--- src/rtl/pmp_cfg_pkg.sv ---
// Shared definitions for the PMP configuration register file: CSR address
// map, pmpcfg byte layout, address-matching mode encoding and the CSR
// handshake state encoding.
package pmp_cfg_pkg;

    // CSR address map
    localparam logic [11:0] CSR_PMPCFG0  = 12'h3A0;   // pmpcfg0..3  : 0x3A0..0x3A3
    localparam logic [11:0] CSR_PMPADDR0 = 12'h3B0;   // pmpaddr0..15: 0x3B0..0x3BF

    // Architectural maximum number of PMP entries
    localparam int MAX_PMP_ENTRIES = 16;

    // Bits 6:5 of a cfg byte are reserved and always read as zero
    localparam logic [7:0] PMPCFG_WARL_MASK = 8'h9F;

    // Address-matching mode (A field, bits 4:3)
    typedef enum logic [1:0] {
        PMP_A_OFF   = 2'b00,
        PMP_A_TOR   = 2'b01,
        PMP_A_NA4   = 2'b10,
        PMP_A_NAPOT = 2'b11
    } pmp_a_mode_e;

    // One pmpcfg byte
    typedef struct packed {
        logic        locked;    // L, bit 7
        logic [1:0]  reserved;  // bits 6:5
        pmp_a_mode_e mode;      // A, bits 4:3
        logic        x;
        logic        w;
        logic        r;
    } pmpcfg_t;

    // CSR request/response handshake states
    typedef enum logic {
        ST_IDLE = 1'b0,
        ST_RESP = 1'b1
    } csr_state_e;

    // True when the entry's lock bit is set
    function automatic logic cfg_is_locked(pmpcfg_t cfg);
        return cfg.locked;
    endfunction

    // True when a locked TOR entry also protects the address of the entry below it
    function automatic logic cfg_is_tor_locked(pmpcfg_t cfg);
        return cfg.locked && (cfg.mode == PMP_A_TOR);
    endfunction

endpackage

--- src/rtl/pmp_entry_wr.sv ---
// Per-entry write qualification for one PMP entry: decides whether a cfg
// byte or pmpaddr write may land, and legalises the cfg byte (WARL).
// All decisions use the state stored before the write.
module pmp_entry_wr
    import pmp_cfg_pkg::*;
#(
    parameter int PLEN        = 34,
    parameter bit READ_ONLY   = 1'b0,
    parameter bit IMPLEMENTED = 1'b1
) (
    input  logic            cfg_sel,          // cfg word write covering this entry's byte
    input  logic            addr_sel,         // pmpaddr write targeting this entry
    input  logic [7:0]      cfg_wdata,        // this entry's byte of the write data
    input  logic [PLEN-3:0] addr_wdata,
    input  logic [7:0]      cfg_cur,          // currently stored cfg byte
    input  logic            next_tor_locked,  // entry above is locked in TOR mode
    output logic            cfg_we,
    output logic [7:0]      cfg_new,
    output logic            addr_we,
    output logic [PLEN-3:0] addr_new
);

    pmpcfg_t wr_cfg;
    pmpcfg_t legal_cfg;
    logic    entry_locked;
    logic    warl_reject;

    // Lock/read-only gating and WARL legalisation of the incoming cfg byte
    always_comb begin
        wr_cfg             = pmpcfg_t'(cfg_wdata);
        legal_cfg          = wr_cfg;
        legal_cfg.reserved = 2'b00;
        entry_locked       = cfg_is_locked(pmpcfg_t'(cfg_cur)) || READ_ONLY;
        // W without R is not a legal permission: the byte keeps its old value
        warl_reject        = wr_cfg.w && !wr_cfg.r;

        cfg_we   = IMPLEMENTED && cfg_sel && !entry_locked;
        cfg_new  = warl_reject ? cfg_cur : legal_cfg;
        addr_we  = IMPLEMENTED && addr_sel && !entry_locked && !next_tor_locked;
        addr_new = addr_wdata;
    end

endmodule

--- src/rtl/pmp_cfg_regfile.sv ---
// PMP configuration register file: pmpcfg0..3 and pmpaddr0..15 behind a
// valid/ready CSR request channel with a one-cycle registered response.
// Writes commit on the accepting edge; reads (and writes) return the old
// value. Optional storage parity is enabled with the PMP_PARITY_EN macro,
// which also adds the parity_err_o port.
module pmp_cfg_regfile
    import pmp_cfg_pkg::*;
#(
    parameter int                     XLEN             = 32,
    parameter int                     PLEN             = 34,
    parameter int                     NrPMPEntries     = 8,
    parameter logic [15:0][7:0]       PMPCfgRstVal     = '0,
    parameter logic [15:0][PLEN-3:0]  PMPAddrRstVal    = '0,
    parameter logic [15:0]            PMPEntryReadOnly = '0
) (
    input  logic                      clk_i,
    input  logic                      rst_ni,
    input  logic                      req_valid_i,
    output logic                      req_ready_o,
    input  logic                      req_we_i,
    input  logic [11:0]               req_addr_i,
    input  logic [XLEN-1:0]           req_wdata_i,
    output logic                      rsp_valid_o,
    input  logic                      rsp_ready_i,
    output logic [XLEN-1:0]           rsp_rdata_o,
    output logic                      rsp_illegal_o,
    output logic [15:0][7:0]          pmpcfg_o,
    output logic [15:0][PLEN-3:0]     pmpaddr_o
`ifdef PMP_PARITY_EN
    ,
    output logic                      parity_err_o
`endif
);

    csr_state_e state_reg, state_next;
    logic       accept;

    logic       is_cfg;
    logic       is_addr;
    logic [1:0] cfg_idx;
    logic [3:0] addr_idx;
    logic [31:0]     cfg_word;
    logic [XLEN-1:0] rdata_next;
    logic            illegal_next;
    logic [PLEN-3:0] addr_wdata;

    logic [7:0]      cfg_reg  [MAX_PMP_ENTRIES];
    logic [PLEN-3:0] addr_reg [MAX_PMP_ENTRIES];
    logic [7:0]      cfg_new  [MAX_PMP_ENTRIES];
    logic [PLEN-3:0] addr_new [MAX_PMP_ENTRIES];
    logic [MAX_PMP_ENTRIES-1:0] cfg_sel;
    logic [MAX_PMP_ENTRIES-1:0] addr_sel;
    logic [MAX_PMP_ENTRIES-1:0] cfg_we;
    logic [MAX_PMP_ENTRIES-1:0] addr_we;

`ifdef PMP_PARITY_EN
    logic [MAX_PMP_ENTRIES-1:0] par_mismatch;
    logic                       parity_err_reg;
`endif

    // Handshake state register
    always_ff @(posedge clk_i or negedge rst_ni) begin
        if (!rst_ni) begin
            state_reg <= ST_IDLE;
        end else begin
            state_reg <= state_next;
        end
    end

    // Next state and handshake outputs: ready only while idle, valid only while responding
    always_comb begin
        state_next  = state_reg;
        req_ready_o = 1'b0;
        rsp_valid_o = 1'b0;
        case (state_reg)
            ST_IDLE: begin
                req_ready_o = 1'b1;
                if (req_valid_i) begin
                    state_next = ST_RESP;
                end
            end
            ST_RESP: begin
                rsp_valid_o = 1'b1;
                if (rsp_ready_i) begin
                    state_next = ST_IDLE;
                end
            end
            default: state_next = ST_IDLE;
        endcase
    end

    assign accept     = req_valid_i && (state_reg == ST_IDLE);
    assign addr_wdata = (PLEN-2)'(req_wdata_i);

    // Address decode and read-data mux; unimplemented entries hold zero so read zero
    always_comb begin
        is_cfg       = (req_addr_i[11:2] == CSR_PMPCFG0[11:2]);
        is_addr      = (req_addr_i[11:4] == CSR_PMPADDR0[11:4]);
        cfg_idx      = req_addr_i[1:0];
        addr_idx     = req_addr_i[3:0];
        cfg_word     = '0;
        rdata_next   = '0;
        illegal_next = 1'b0;
        for (int j = 0; j < 4; j++) begin
            cfg_word[8*j +: 8] = cfg_reg[{cfg_idx, 2'(j)}];
        end
        if (is_cfg) begin
            rdata_next = XLEN'(cfg_word);
        end else if (is_addr) begin
            rdata_next = XLEN'(addr_reg[addr_idx]);
        end else begin
            illegal_next = 1'b1;
        end
    end

    // Response capture at the accepting edge; held unchanged until the next acceptance
    always_ff @(posedge clk_i or negedge rst_ni) begin
        if (!rst_ni) begin
            rsp_rdata_o   <= '0;
            rsp_illegal_o <= 1'b0;
        end else if (accept) begin
            rsp_rdata_o   <= rdata_next;
            rsp_illegal_o <= illegal_next;
        end
    end

    genvar gi;
    generate
        for (gi = 0; gi < MAX_PMP_ENTRIES; gi++) begin : g_entry
            localparam bit              IMPL     = (gi < NrPMPEntries);
            localparam logic [7:0]      CFG_RST  = IMPL ? (PMPCfgRstVal[gi] & PMPCFG_WARL_MASK) : 8'h00;
            localparam logic [PLEN-3:0] ADDR_RST = IMPL ? PMPAddrRstVal[gi] : '0;

            logic next_tor_locked;

            if (gi < MAX_PMP_ENTRIES - 1) begin : g_above
                assign next_tor_locked = cfg_is_tor_locked(pmpcfg_t'(cfg_reg[gi+1]));
            end else begin : g_top
                assign next_tor_locked = 1'b0;
            end

            assign cfg_sel[gi]  = accept && req_we_i && is_cfg  && (cfg_idx  == 2'(gi / 4));
            assign addr_sel[gi] = accept && req_we_i && is_addr && (addr_idx == 4'(gi));

            pmp_entry_wr #(
                .PLEN        (PLEN),
                .READ_ONLY   (PMPEntryReadOnly[gi]),
                .IMPLEMENTED (IMPL)
            ) u_entry_wr (
                .cfg_sel         (cfg_sel[gi]),
                .addr_sel        (addr_sel[gi]),
                .cfg_wdata       (req_wdata_i[8*(gi%4) +: 8]),
                .addr_wdata      (addr_wdata),
                .cfg_cur         (cfg_reg[gi]),
                .next_tor_locked (next_tor_locked),
                .cfg_we          (cfg_we[gi]),
                .cfg_new         (cfg_new[gi]),
                .addr_we         (addr_we[gi]),
                .addr_new        (addr_new[gi])
            );

            // Entry storage; unimplemented entries reset to zero and are never written
            always_ff @(posedge clk_i or negedge rst_ni) begin
                if (!rst_ni) begin
                    cfg_reg[gi]  <= CFG_RST;
                    addr_reg[gi] <= ADDR_RST;
                end else begin
                    if (cfg_we[gi]) begin
                        cfg_reg[gi] <= cfg_new[gi];
                    end
                    if (addr_we[gi]) begin
                        addr_reg[gi] <= addr_new[gi];
                    end
                end
            end

`ifdef PMP_PARITY_EN
            logic cfg_par_reg;
            logic addr_par_reg;

            // Even-parity bits written alongside the data they protect
            always_ff @(posedge clk_i or negedge rst_ni) begin
                if (!rst_ni) begin
                    cfg_par_reg  <= ^CFG_RST;
                    addr_par_reg <= ^ADDR_RST;
                end else begin
                    if (cfg_we[gi]) begin
                        cfg_par_reg <= ^cfg_new[gi];
                    end
                    if (addr_we[gi]) begin
                        addr_par_reg <= ^addr_new[gi];
                    end
                end
            end

            assign par_mismatch[gi] = (^{cfg_reg[gi], cfg_par_reg}) | (^{addr_reg[gi], addr_par_reg});
`endif

            assign pmpcfg_o[gi]  = cfg_reg[gi];
            assign pmpaddr_o[gi] = addr_reg[gi];
        end
    endgenerate

`ifdef PMP_PARITY_EN
    // Sticky parity error: any mismatch on any entry latches until reset
    always_ff @(posedge clk_i or negedge rst_ni) begin
        if (!rst_ni) begin
            parity_err_reg <= 1'b0;
        end else if (|par_mismatch) begin
            parity_err_reg <= 1'b1;
        end
    end

    assign parity_err_o = parity_err_reg;
`endif

endmodule

--- config.mk ---
export PLATFORM = sky130hd
export DESIGN_NAME = pmp_cfg_regfile
export DESIGN_NICKNAME = d
export VERILOG_FILES = /design/src/rtl/pmp_cfg_pkg.sv /design/src/rtl/pmp_entry_wr.sv /design/src/rtl/pmp_cfg_regfile.sv
export SDC_FILE = /design/constraint.sdc
export NUM_CORES = 1
export LEC_CHECK = 0
export CAP_MARGIN = 10
export CORE_MARGIN = 8
export CORE_UTILIZATION = 50
export DETAILED_ROUTE_END_ITERATION = 8
export MAX_ROUTING_LAYER = met4
export PLACE_DENSITY = 0.78
export SETUP_SLACK_MARGIN = 0.15
export SYNTH_ARGS = -nofsm -noshare
export SYNTH_HDL_FRONTEND = slang
export SYNTH_HIERARCHICAL = 1
export SYNTH_SLANG_ARGS = --single-unit
export TNS_END_PERCENT = 20
--- constraint.sdc ---
create_clock -name clk_i -period 2.7 [get_ports clk_i]
set_clock_uncertainty 0.05 [all_clocks]
set_input_delay 0.54 -clock clk_i [delete_from_list [all_inputs] [get_ports clk_i]]
set_output_delay 0.54 -clock clk_i [all_outputs]
set_load 0.02 [all_outputs]
==> results of run 1 <==
-- through the flow --
stage	instances	hold WS, ns	TNS, ns
CTS	3832	0.2613	0
floorplan	2572	0.1944	0
finish	3839	0.3043	0
global route	3838	0.2982	0
global placement	3698	0.4222	-120.64
detailed placement	3698	0.4254	-127.04
-- repair_timing --
item / 4_1_cts / 5_1_grt
gates resized for setup: 4 / 4
pin swaps: 0 / 1
endpoints found under the setup margin: 45 / 124
setup buffers: 1 / 1
cloned: 1 / 1
hold buffers: 1 / 0
endpoints found under the hold margin: 45 / 0
-- tightest hold or removal path, delay by kind of cell --
kind                   cells  cell delay [ns]
AO/OA/AOI/OAI              2             0.23
buffers and inverters      1             0.14
-- area by class of cell --
cell class,count,area share
well taps,950,0.02722
flip-flops and latches,674,0.3863
clock inverters,23,0.006504
multi-input cells,1178,0.3230
inverters,33,0.002837
diodes,5,0.0002865
repair buffers,868,0.2026
clock buffers,108,0.05115
-- metal layers --
layer | vias up | wire, um | global-route usage | part of all wire
li1 | 9179 | - | - | -
met1 | 12275 | 47190 | 0.3701 | 0.38
met2 | 1196 | 60530 | 0.4929 | 0.49
met3 | 283 | 11150 | 0.09125 | 0.090
met4 | 0 | 5049 | 0.1170 | 0.041
met5 | - | 0 | - | 0
-- cell usage in the layout, fill, tap and decap left out, types with 4 or more instances in the layout --
cell type        instances
nor3b_1                 32
o22ai_1                 32
a21o_2                  16
mux2_1                  71
clkbuf_8                19
bufinv_16                5
buf_4                  104
inv_1                   33
clkdlybuf4s50_1        718
clkbuf_16               78
clkbuf_1                12
nor2b_1                 10
mux2_4                  64
mux4_2                 160
nand2b_1                18
diode_2                  5
mux2_2                 569
clkinv_2                 9
clkinvlp_4               4
nor3b_2                  8
and3b_1                  6
mux2i_1                 64
o21a_1                  16
nor2_1                  42
a211o_1                 32
conb_1                  16
dfrtp_1                672
buf_12                  37
-- report_power, final --
part	switching [uW]	internal, uW
Combinational	2150	2040
Sequential	510	10600
Clock	4240	6230
Total	6910	18900
-- worst min path at each step --
stage / start / to
finish: req_addr_i[3] / rsp_illegal_o$_DFFE_PN0N_
global route: req_addr_i[3] / rsp_illegal_o$_DFFE_PN0N_
CTS: req_addr_i[3] / rsp_illegal_o$_DFFE_PN0N_
detailed placement: rsp_rdata_o[13]$_DFFE_PN0N_ / rsp_rdata_o[13]$_DFFE_PN0N_
global placement: rsp_rdata_o[16]$_DFFE_PN0N_ / rsp_rdata_o[16]$_DFFE_PN0N_
floorplan: rst_ni / pmpaddr_o[0]$_DFFE_PN0P_
==> impl_metrics.env, run 1 <==
export IMPL_status="finished clean"
export IMPL_placed_cell_area_um2=41030
export IMPL_post_route_util=0.6140
export IMPL_drc=0
export IMPL_clock_sinks=674
export IMPL_wl_um=123900
export IMPL_ctsRootBufferMaster="clkbuf_16"
export IMPL_syn_to_final_growth_pct=22.09
export IMPL_clk_pin_slew_ns=0.06
export IMPL_gp_congestion=0.9232
export IMPL_fmax_mhz=396.0
export IMPL_fp_dieW_um=283.5
export IMPL_multi_input_area_um2=14110
export IMPL_io_pins=724
export IMPL_reg2reg_to="pmpaddr_o[102]$_DFFE_PN0P_"
export IMPL_startpoint="pmpcfg_o[31]$_DFFE_PN0P_"
export IMPL_largest_reg_flops=512
export IMPL_fillCellCount=5213
export IMPL_core_area_um2=71120
export IMPL_cts_buffer_depth=3
export IMPL_drtIter0Drc=1908
export IMPL_clk_latency_ns=0.62
export IMPL_cp_max_fo=7
export IMPL_grt_pass1_wl_um=179600
export IMPL_r2r_start="state_reg$_DFF_PN0_"
export IMPL_grt_max_degree=60
export IMPL_num_rows=98
export IMPL_worstSetupPathType="reg -> out"
export IMPL_cp_slowest_stage_delay_ns=0.80
export IMPL_reg2reg_setup_slack_ns=0.28
export IMPL_cts_tree="yes"
export IMPL_powerDensity_nw_per_um2=590.2
export IMPL_p_leak_uw=0.01942
export IMPL_htreeDepth=3
export IMPL_wl_per_cell_um=32.28
export IMPL_dp_worst_setup_slack_ns=-0.5449
export IMPL_grt_ovfl_total=0
export IMPL_path_buf_inv=1
export IMPL_io_buffer_count=723
export IMPL_setup_viol=0
export IMPL_critPathLaunchType="flop"
export IMPL_max_slew_margin=0.5283
export IMPL_vdd_ir_drop_worst_uv=486.5
export IMPL_required_ns=2.11
export IMPL_finalHoldViolations=0
export IMPL_fin_crit_sh=0.9353
export IMPL_fin_ws_ns=0.1746
export IMPL_dieArea_um2=80340
export IMPL_report_power_total_uw=25770
export IMPL_tightest_slew_ns=0.7054
export IMPL_crit_path_end_kind="primary output"
export IMPL_dp_hpwl_um=88850
export IMPL_grt_pass1_vias=24397
export IMPL_cp_endpoint="pmpcfg_o[31]"
export IMPL_critical_path_top_delay_family="buffers and inverters"
export IMPL_start_util=0.5029
export IMPL_cap_violations=0
export IMPL_syn_area_per_cell_um2=13.95
export IMPL_nNetsFinal=2879
export IMPL_vias=22933
export IMPL_avgViaCountPerCell=5.974
export IMPL_die_h_um=283.5
export IMPL_cts_buffers=75
export IMPL_cp_cell_sequence="clkdlybuf4s50_1"
export IMPL_seqCellArea_um2=16870
export IMPL_drtPass1Iterations=7
export IMPL_crit_path_top_delay_cell="clkdlybuf4s50_1"
export IMPL_netlist_area_um2=35770
export IMPL_yosysWarnings=6
export IMPL_finalCriticalPeriod_ns=2.525
export IMPL_antenna_found_initial=5
export IMPL_maxSlewViolCount=0
export IMPL_final_area_um2=43670
export IMPL_netlist_instances=2564
export IMPL_hold_path_cell_count=3
export IMPL_final_antenna_net_count=0
export IMPL_drive_above_1_share=0.3790
export IMPL_grtUsageTotal=0.3086
export IMPL_hold_class="in -> reg"
export IMPL_path_depth=1
export IMPL_grt_setup_unrepaired="yes"
export IMPL_cp_data_arrival_time_ns=1.94
export IMPL_worst_r2r_cell_count=8
No activity file was read; power rests on OpenSTA's default activity.
==> run 2, diff against run 1 <==
Settings changed: CTS_CLUSTER_SIZE set to 16.
==> run 2 against run 1 <==
Net effect:
- count of clock-buffer cells in the layout is the same
- clock power hardly changed
- cell area barely moved
- total power barely moved
- sequential power about the same
- maximum frequency increased by 0.15%
- via count is essentially flat
- worst hold slack better by 0.0054 ns
- final cell count about the same
- core utilization about the same
==> impl_metrics.env, run 2 (synthesis results as in run 1) <==
export IMPL_gp_congestion=0.9232
export IMPL_cts_buffer_depth=3
export IMPL_hold_ws_ns=0.3097
export IMPL_report_power_total_uw=25760
export IMPL_max_slew_margin=0.5331
export IMPL_worstSetupPathType="reg -> out"
export IMPL_cts_tree="yes"
export IMPL_clk_pin_slew_ns=0.06
export IMPL_power_frac_clock=0.406
export IMPL_vdd_ir_drop_worst_uv=483.0
export IMPL_io_buffer_count=723
export IMPL_htreeDepth=3
export IMPL_ctsRootBufferMaster="clkbuf_16"
export IMPL_num_rows=98
export IMPL_largest_reg_flops=512
export IMPL_powerDensity_nw_per_um2=589.9
export IMPL_critPathLaunchType="flop"
export IMPL_antenna_found_initial=5
export IMPL_avgViaCountPerCell=5.977
export IMPL_final_cells=3838
export IMPL_crit_path_top_delay_cell="clkdlybuf4s50_1"
export IMPL_cap_violations=0
export IMPL_fp_dieW_um=283.5
export IMPL_cp_max_fo=7
export IMPL_p_sw_uw=6890
export IMPL_drc=0
export IMPL_p_comb_frac=0.163
export IMPL_grt_setup_unrepaired="yes"
export IMPL_placed_cell_area_um2=41030
export IMPL_dp_hpwl_um=88850
export IMPL_clk_latency_ns=0.61
export IMPL_grt_ovfl_total=0
export IMPL_cp_cell_sequence="clkdlybuf4s50_1"
export IMPL_cp_slowest_stage_delay_ns=0.80
export IMPL_wl_per_cell_um=32.27
export IMPL_die_h_um=283.5
export IMPL_grtUsageTotal=0.3087
export IMPL_cp_data_arrival_time_ns=1.93
export IMPL_fin_crit_sh=0.9339
export IMPL_dieArea_um2=80340
export IMPL_drtPass1Iterations=7
export IMPL_io_pins=724
export IMPL_grt_pass1_vias=24347
export IMPL_required_ns=2.11
export IMPL_multi_input_area_um2=14110
export IMPL_fmax_mhz=396.6
export IMPL_core_area_um2=71120
export IMPL_seq_power_share=0.431
export IMPL_setup_viol=0
export IMPL_status="finished clean"
export IMPL_drtIter0Drc=1893
export IMPL_hold_class="in -> reg"
export IMPL_path_buf_inv=1
export IMPL_start_util=0.5029
export IMPL_seqCellArea_um2=16870
export IMPL_final_area_um2=43660
export IMPL_clock_sinks=674
export IMPL_grt_max_degree=60
export IMPL_dp_cells=3698
export IMPL_drive_above_1_share=0.3790
export IMPL_grt_pass1_wl_um=179700
export IMPL_nNetsFinal=2879
export IMPL_crit_path_end_kind="primary output"
export IMPL_power_internal_uw=18870
export IMPL_maxSlewViolCount=0
export IMPL_p_leak_uw=0.01941
export IMPL_vias=22940
export IMPL_finalHoldViolations=0
export IMPL_syn_to_final_growth_pct=22.09
export IMPL_cts_buffers=75
export IMPL_wl_um=123900
export IMPL_fillCellCount=5214
export IMPL_final_antenna_net_count=0
export IMPL_tightest_slew_ns=0.6982
export IMPL_critical_path_top_delay_family="buffers and inverters"
export IMPL_post_route_util=0.6140
export IMPL_final_cell_mix="719 x clkdlybuf4s50_1, 672 x dfrtp_1, 569 x mux2_2, 160 x mux4_2, 104 x buf_4"
export IMPL_p_sw_frac=0.2675
export IMPL_final_common_cell="clkdlybuf4s50_1"
export IMPL_finalCriticalPeriod_ns=2.522
==> run 2: area by class of cell <==
type / count / share of cell area
Clock buffer: 108 / 0.05115
Antenna cell: 4 / 0.0002292
Multi-Input combinational cell: 1178 / 0.3231
Sequential cell: 674 / 0.3863
Tap cell: 950 / 0.02722
Inverter: 33 / 0.002837
Clock inverter: 23 / 0.006505
Timing Repair Buffer: 868 / 0.2027
==> run 2: per-layer routing <==
| layer | GRT usage | routed length, um | up-vias | share of wire |
|---|---|---|---|---|
| met5 | - | 0 | - | 0 |
| met4 | 0.1148 | 5134 | 0 | 0.041 |
| met3 | 0.08789 | 11000 | 295 | 0.089 |
| met2 | 0.4931 | 60380 | 1180 | 0.49 |
| met1 | 0.3732 | 47360 | 12288 | 0.38 |
| li1 | - | - | 9177 | - |
==> run 2: power by group through the flow <==
stage | Combinational [uW] | Clock, uW | Sequential, uW
after CTS | 4120 | 10600 | 11100
after floorplan | 1980 | 0 | 11700
after global placement | 4040 | 0 | 11200
final | 4190 | 10500 | 11100
after global routing | 4380 | 11000 | 11200
after detailed placement | 4100 | 0 | 11300
==> run 2: path summary, 6_finish.rpt <==
check                                            start                           to  slack, ns  cells past startpoint
max                           pmpcfg_o[31]$_DFFE_PN0P_                 pmpcfg_o[31]       0.18                      1
min                                      req_addr_i[3]    rsp_illegal_o$_DFFE_PN0N_       0.31                      3
max reg2reg                        state_reg$_DFF_PN0_   pmpaddr_o[102]$_DFFE_PN0P_       0.28                      8
min reg2reg                rsp_rdata_o[30]$_DFFE_PN0N_  rsp_rdata_o[30]$_DFFE_PN0N_       0.44                      1
max in group asynchronous                       rst_ni    pmpaddr_o[55]$_DFFE_PN0P_       1.20                      4
min in group asynchronous                       rst_ni   pmpaddr_o[291]$_DFFE_PN0P_       0.41                      2
==> run 2: worst reg2reg max path, stage by stage, from the launching register on <==
cell      delay (ns)
dfrtp_1         0.40
nor2b_1         0.21
and2_1          0.23
nand4b_1        0.13
buf_4           0.17
nor2_1          0.09
nor3b_2         0.34
buf_4           0.30
mux2_2          0.38
==> run 2: stage by stage <==
step                      TNS [ns]  setup slack (ns)
final                            0            0.1785
after global routing             0            0.1153
after CTS                        0           0.08776
after detailed placement   -127.04           -0.5449
after global placement     -120.64           -0.5093
after floorplan                  0           0.08266
==> run 2: repair_timing <==
item | in CTS | in global routing
buffers inserted | 1 | 1
pin swaps | 0 | 1
hold buffers | 1 | 0
resized for setup | 4 | 3
endpoints found under the hold margin | 45 | 0
cloned | 1 | 1
endpoints found under the setup margin | 46 | 68
